### src/rtl/json_drive_cmd_serializer.sv
// Serializes one drive command into the ASCII frame {"T":<T>,"L":d.dd,"R":d.dd}\n, one byte per handshake.
// Optional macro JSON_CMD_COALESCE_EN adds a one-deep, latest-wins pending command register.
module json_drive_cmd_serializer #(
    parameter logic [7:0] T_CHAR = 8'h31,
    parameter int         CNT_W  = 16
) (
    input  logic             clk,
    input  logic             rst,
    input  logic             cmd_valid,
    output logic             cmd_ready,
    input  logic [2:0]       cmd_l_idx,
    input  logic [2:0]       cmd_r_idx,
    output logic [7:0]       tx_data,
    output logic             tx_valid,
    input  logic             tx_ready,
    output logic             busy,
    output logic [CNT_W-1:0] frames_sent
);
    typedef enum logic {IDLE, SEND} state_t;

    state_t           state_reg, state_next;
    logic [4:0]       bidx_reg, bidx_next;
    logic [2:0]       l_reg, l_next, r_reg, r_next;
    logic [CNT_W-1:0] frames_reg, frames_next;
    logic             cmd_accept, tx_hs, last_byte;
    logic [7:0]       frame_byte;
    logic [1:0]       pos_l, pos_r;

    function automatic logic [2:0] clamp(input logic [2:0] idx);
        return (idx > 3'd4) ? 3'd4 : idx;
    endfunction

    // Character pos of "d.dd" for speed idx*0.25, idx already clamped to 0..4
    function automatic logic [7:0] speed_char(input logic [2:0] idx, input logic [1:0] pos);
        logic [7:0] c;
        case (pos)
            2'd0: c = (idx == 3'd4) ? 8'h31 : 8'h30;
            2'd1: c = 8'h2E;
            2'd2: begin
                case (idx)
                    3'd1:    c = 8'h32;
                    3'd2:    c = 8'h35;
                    3'd3:    c = 8'h37;
                    default: c = 8'h30;
                endcase
            end
            default: c = (idx == 3'd1 || idx == 3'd3) ? 8'h35 : 8'h30;
        endcase
        return c;
    endfunction

`ifdef JSON_CMD_COALESCE_EN
    logic       pend_reg, pend_next;
    logic [2:0] pl_reg, pl_next, pr_reg, pr_next;
    assign cmd_ready = !rst;
`else
    assign cmd_ready = !rst && (state_reg == IDLE);
`endif

    assign tx_valid    = (state_reg == SEND);
    assign busy        = (state_reg == SEND);
    assign tx_data     = (state_reg == SEND) ? frame_byte : 8'h00;
    assign frames_sent = frames_reg;
    assign cmd_accept  = cmd_valid && cmd_ready;
    assign tx_hs       = tx_valid && tx_ready;
    assign last_byte   = (bidx_reg == 5'd25);
    assign pos_l       = 2'(bidx_reg - 5'd11);
    assign pos_r       = 2'(bidx_reg - 5'd20);

    always_comb begin
        case (bidx_reg)
            5'd0:                     frame_byte = 8'h7B;
            5'd1, 5'd3, 5'd7, 5'd9,
            5'd16, 5'd18:             frame_byte = 8'h22;
            5'd2:                     frame_byte = 8'h54;
            5'd4, 5'd10, 5'd19:       frame_byte = 8'h3A;
            5'd5:                     frame_byte = T_CHAR;
            5'd6, 5'd15:              frame_byte = 8'h2C;
            5'd8:                     frame_byte = 8'h4C;
            5'd11, 5'd12, 5'd13, 5'd14: frame_byte = speed_char(l_reg, pos_l);
            5'd17:                    frame_byte = 8'h52;
            5'd20, 5'd21, 5'd22, 5'd23: frame_byte = speed_char(r_reg, pos_r);
            5'd24:                    frame_byte = 8'h7D;
            5'd25:                    frame_byte = 8'h0A;
            default:                  frame_byte = 8'h00;
        endcase
    end

    always_comb begin
        state_next  = state_reg;
        bidx_next   = bidx_reg;
        l_next      = l_reg;
        r_next      = r_reg;
        frames_next = frames_reg;
`ifdef JSON_CMD_COALESCE_EN
        pend_next   = pend_reg;
        pl_next     = pl_reg;
        pr_next     = pr_reg;
`endif
        case (state_reg)
            IDLE: begin
                if (cmd_accept) begin
                    l_next     = clamp(cmd_l_idx);
                    r_next     = clamp(cmd_r_idx);
                    bidx_next  = 5'd0;
                    state_next = SEND;
                end
            end
            default: begin
`ifdef JSON_CMD_COALESCE_EN
                if (cmd_accept) begin
                    pend_next = 1'b1;
                    pl_next   = clamp(cmd_l_idx);
                    pr_next   = clamp(cmd_r_idx);
                end
`endif
                if (tx_hs) begin
                    if (last_byte) begin
                        frames_next = frames_reg + CNT_W'(1);
                        state_next  = IDLE;
`ifdef JSON_CMD_COALESCE_EN
                        // A command arriving with '\n' supersedes any older pending one
                        pend_next = 1'b0;
                        if (cmd_accept) begin
                            l_next     = clamp(cmd_l_idx);
                            r_next     = clamp(cmd_r_idx);
                            bidx_next  = 5'd0;
                            state_next = SEND;
                        end else if (pend_reg) begin
                            l_next     = pl_reg;
                            r_next     = pr_reg;
                            bidx_next  = 5'd0;
                            state_next = SEND;
                        end
`endif
                    end else begin
                        bidx_next = bidx_reg + 5'd1;
                    end
                end
            end
        endcase
    end

    always_ff @(posedge clk or posedge rst) begin
        if (rst) begin
            state_reg  <= IDLE;
            bidx_reg   <= 5'd0;
            l_reg      <= 3'd0;
            r_reg      <= 3'd0;
            frames_reg <= '0;
`ifdef JSON_CMD_COALESCE_EN
            pend_reg   <= 1'b0;
            pl_reg     <= 3'd0;
            pr_reg     <= 3'd0;
`endif
        end else begin
            state_reg  <= state_next;
            bidx_reg   <= bidx_next;
            l_reg      <= l_next;
            r_reg      <= r_next;
            frames_reg <= frames_next;
`ifdef JSON_CMD_COALESCE_EN
            pend_reg   <= pend_next;
            pl_reg     <= pl_next;
            pr_reg     <= pr_next;
`endif
        end
    end
endmodule

### config.mk
export PLATFORM = sky130hd
export DESIGN_NAME = json_drive_cmd_serializer
export DESIGN_NICKNAME = d
export VERILOG_FILES = /design/src/rtl/json_drive_cmd_serializer.sv
export SDC_FILE = /design/constraint.sdc
export NUM_CORES = 1
export LEC_CHECK = 0
export ABC_AREA = 0
export CAP_MARGIN = 15
export CORE_MARGIN = 1
export CORE_UTILIZATION = 55
export DETAILED_ROUTE_END_ITERATION = 12
export PLACE_DENSITY_LB_ADDON = 0.05
export SYNTH_ARGS = -nofsm -noshare
export SYNTH_HDL_FRONTEND = slang
export SYNTH_SLANG_ARGS = --single-unit
### constraint.sdc
create_clock -name clk -period 8.14 [get_ports clk]
set_input_delay 1.628 -clock clk [delete_from_list [all_inputs] [get_ports clk]]
set_output_delay 1.628 -clock clk [all_outputs]
set_load 0.01 [all_outputs]
==> PnR_summary.wiki <==
{| class="wikitable"
! Metric !! Value
|-
| Root Driver || sky130_fd_sc_hd__clkbuf_4
|-
| Number of nets still failing antenna checks after routing || 0
|-
| Clock-pin slew on the worst setup and hold paths || 150 ps
|-
| Length of the first detailed-routing pass in iterations || 4
|-
| Post-Synthesis Net Count || 233
|-
| Class of the most critical setup path || reg -> out
|-
| Launch point of the worst path || bidx_reg[0]
|-
| Top post-synthesis cells by area || sky130_fd_sc_hd__dfrtp_1 (37%), sky130_fd_sc_hd__ha_1 (6.6%), sky130_fd_sc_hd__xnor2_1 (5.5%), sky130_fd_sc_hd__nand2_1 (4.4%), sky130_fd_sc_hd__a21oi_1 (3.7%)
|-
| Fmax || 201 MHz
|-
| Count of placed standard cells in the final layout, fillers left out || 286
|-
| Min-Delay Path Class || reg -> reg
|-
| Power per Cell Area || 330 nW/µm²
|-
| Avg Vias per Cell || 5.86
|-
| Wire length of the first global-routing pass || 7.23 mm
|-
| Number of synthesized register bits || 28
|-
| Setup slack on the worst flop-to-flop path || 5760 ps
|-
| Synthesis-to-finish area growth || 22.2%
|-
| Area fraction of the dominant cell type after synthesis || 36.9%
|-
| H-Tree Level Count || 1
|-
| Average detailed-routed wire length per instance || 15.2 µm
|-
| Layout cells sized above 1 || 5.79%
|-
| Core Region || 3150 µm²
|-
| Worst slew margin relative to its limit || 54.5%
|-
| Global-route met2 utilization || 39.1%
|-
| Count of final max-slew check failures || 0
|-
| Leakage component of the power || 0.000998 µW
|-
| Combined area of all synthesized cells || 1900 µm²
|-
| Detailed-route via count || 1677
|-
| Number of global-route vias before repair || 1540
|-
| Minimum clock period || 4980 ps
|-
| Number of gates on the worst path with buffers counted || 8
|-
| Arrival time reported for the critical path endpoint || 3350 ps
|-
| Count of instances resized after the clock tree is built || 0
|-
| Reg-to-Reg Start || bidx_reg[1]
|-
| Worst reg2reg path endpoint || frames_sent[10]
|-
| Drt total wl || 4.34 mm
|-
| Initial antenna violation count || 0
|-
| Number of cells traversed by the worst register-to-register path || 7
|-
| Count of different cell masters after synthesis || 44
|-
| Dpl hpwl || 3.22 mm
|-
| Final critical-path share of the clock period || 61.2%
|-
| Maximum number of pins on one net before global-route repair || 29
|-
| Port bufs || 35
|-
| X dimension of the die || 60.7 µm
|-
| Clk_skew || 3.33 ps
|-
| Synth Instances || 213
|-
| Ys async rst share || 100%
|-
| Cells along the critical path || inv_1 > ha_1 > o21ai_0 > a21oi_1 > or3_1 > o41ai_4 > a21oi_1 > clkdlybuf4s50_1
|-
| Boundary pin count || 37
|-
| Number of buffer and inverter stages on the critical path || 2
|-
| Die Span Y || 60.7 µm
|-
| Number of violations of the max-capacitance limit || 0
|-
| Mapped Avg Cell Area || 8.91 µm²
|-
| Post-Route Setup TNS || 0 ps
|-
| Post-synth EDFFs || 0
|-
| Cell with the biggest individual delay on the critical path || sky130_fd_sc_hd__dfrtp_1
|-
| Number of buffers added by the clock tree synthesis step || 3
|-
| CP Max Fanout || 11
|-
| Required time of the critical path || 6510 ps
|-
| Placement-stage worst setup slack || 3610 ps
|-
| Hold Fails Final Rpt || 0
|-
| Pin slew with the least headroom to its limit || 683 ps
|-
| Worst path setup slack after routing || 3160 ps
|-
| Count of endpoints failing setup in the final report || 0
|-
| Die outline area || 3690 µm²
|-
| Total number of yosys warnings || 0
|-
| Number of buffers on the longest clock path || 2
|-
| Cell mode on critical path || sky130_fd_sc_hd__a21oi_1
|-
| TritonCTS clock tree || done
|-
| Setup repair after global routing missed its margin || false
|-
| Sequential cell area fraction in the yosys report || 36.9%
|-
| Busiest layer in global routing || met2
|-
| Category of the worst setup path launch point || register
|-
| Drt drc || 0
|-
| Placer congestion estimate || 0.878
|-
| Met1 track utilization from global routing || 38.5%
|-
| Sink count of the clock tree || 28
|-
| Initial DRC count || 125
|-
| Placed Cells incl. Taps || 281
|-
| Count of antenna diodes in the layout || 0
|-
| Largest vdd supply drop || 0.198 mV
|-
| Effective utilization at floorplan || 60.2%
|-
| Core Util, Final || 73.6%
|-
| Global Route met3 Usage || 3.41%
|-
| Delay of the slowest critical-path stage || 560 ps
|-
| Standard-cell rows || 20
|-
| Number of flip-flops in the largest register || 16
|-
| Ranking of synthesized cells by instance count || sky130_fd_sc_hd__dfrtp_1 (28), sky130_fd_sc_hd__nand2_1 (22), sky130_fd_sc_hd__nor2_1 (18), sky130_fd_sc_hd__a21oi_1 (14), sky130_fd_sc_hd__o21ai_0 (14)
|-
| Setup bufs post-CTS || 0
|-
| Hold bufs inserted after CTS || 0
|-
| Capturing element type of the critical path || output port
|-
| Synth area leader || sky130_fd_sc_hd__dfrtp_1
|-
| Global Route Usage Sum || 26.1%
|-
| Global-route congestion overflow total || 0
|-
| Run status || finished clean
|-
| Ys flop type || sky130_fd_sc_hd__dfrtp_1
|-
| Critical path capture point || tx_data[4]
|-
| Number of nets in the finished design || 263
|-
| Most used standard cell by instance count after synthesis || sky130_fd_sc_hd__dfrtp_1
|-
| Clock latency at the later pin of the worst-skew pair || 330 ps
|-
| Kind of cell adding the most delay to the critical path || compound AO/OA/AOI/OAI gates
|}
[cell type report]
class	count	area (µm²)
Tap cell	44	55.1
Fill cell	253	833
Multi-Input combinational cell	163	1090
Sequential cell	28	701
Timing Repair Buffer	36	378
Clock buffer	3	22.5
Clock inverter	1	30.0
Inverter	11	41.3
[cell usage in the layout, fill, tap and decap left out, types with 5 or more instances in the layout]
cell,n
sky130_fd_sc_hd__a21oi_1,14
sky130_fd_sc_hd__clkdlybuf4s50_1,35
sky130_fd_sc_hd__dfrtp_1,28
sky130_fd_sc_hd__ha_1,10
sky130_fd_sc_hd__inv_1,11
sky130_fd_sc_hd__nand2_1,22
sky130_fd_sc_hd__nand2b_1,6
sky130_fd_sc_hd__nand3_1,10
sky130_fd_sc_hd__nand4_1,7
sky130_fd_sc_hd__nor2_1,18
sky130_fd_sc_hd__o21ai_0,14
sky130_fd_sc_hd__xnor2_1,12
sky130_fd_sc_hd__xor2_1,5
[per-layer routing]
layer  vias up  routed length, µm
met5         -                  0
met4         0                 95
met3        10                184
met2        58               2030
met1       797               2020
li1        812                  -
[worst reg2reg max path, stage by stage (launching register included)]
cell                       delay [ps]
sky130_fd_sc_hd__dfrtp_1          500
sky130_fd_sc_hd__inv_1            180
sky130_fd_sc_hd__ha_1             450
sky130_fd_sc_hd__nand4b_4         170
sky130_fd_sc_hd__nor2_2           320
sky130_fd_sc_hd__and4_1           320
sky130_fd_sc_hd__and4_1           230
sky130_fd_sc_hd__xor2_1           140
[power breakdown]
part           total (µW)  switching [µW]  internal (µW)  leakage, µW
Combinational         439             228            212     0.000603
Sequential            237            71.1            166     0.000367
Clock                90.2            40.4           49.8    0.0000279
Total                 766             339            427     0.000998
[worst min path at each step]
stage	startpoint	endpoint	slack (ps)	depth (start not counted)
3_5_place_dp	frames_sent[15]	frames_sent[15]	460	1
5_1_grt	frames_sent[15]	frames_sent[15]	500	1
4_1_cts	frames_sent[15]	frames_sent[15]	490	1
3_3_place_gp	frames_sent[15]	frames_sent[15]	450	1
2_1_floorplan	l_reg[1]	l_reg[1]	460	2
6_report	frames_sent[15]	frames_sent[15]	480	1
[kinds of logic after synthesis]
| logic type | share of synthesized area (%) |
|---|---|
| other | 0.198 |
| muxes | 1.78 |
| DFF | 36.9 |
| and+or+nand+nor | 25.4 |
| buffers and inverters | 5.54 |
| adders and majority gates | 6.59 |
| xor gates and xnor gates | 7.84 |
| AOI/OAI and AO/OA | 15.8 |
[through the flow]
stage          instance area [µm²]  power, µW  hold WS [ps]
5_1_grt                       2320        820           496
3_5_place_dp                  2240        668           462
2_1_floorplan                 1900        518           465
3_3_place_gp                  2240        654           454
4_1_cts                       2290        760           486
6_report                      2320        766           481
Note: power is estimated with default switching activity, not from simulation.
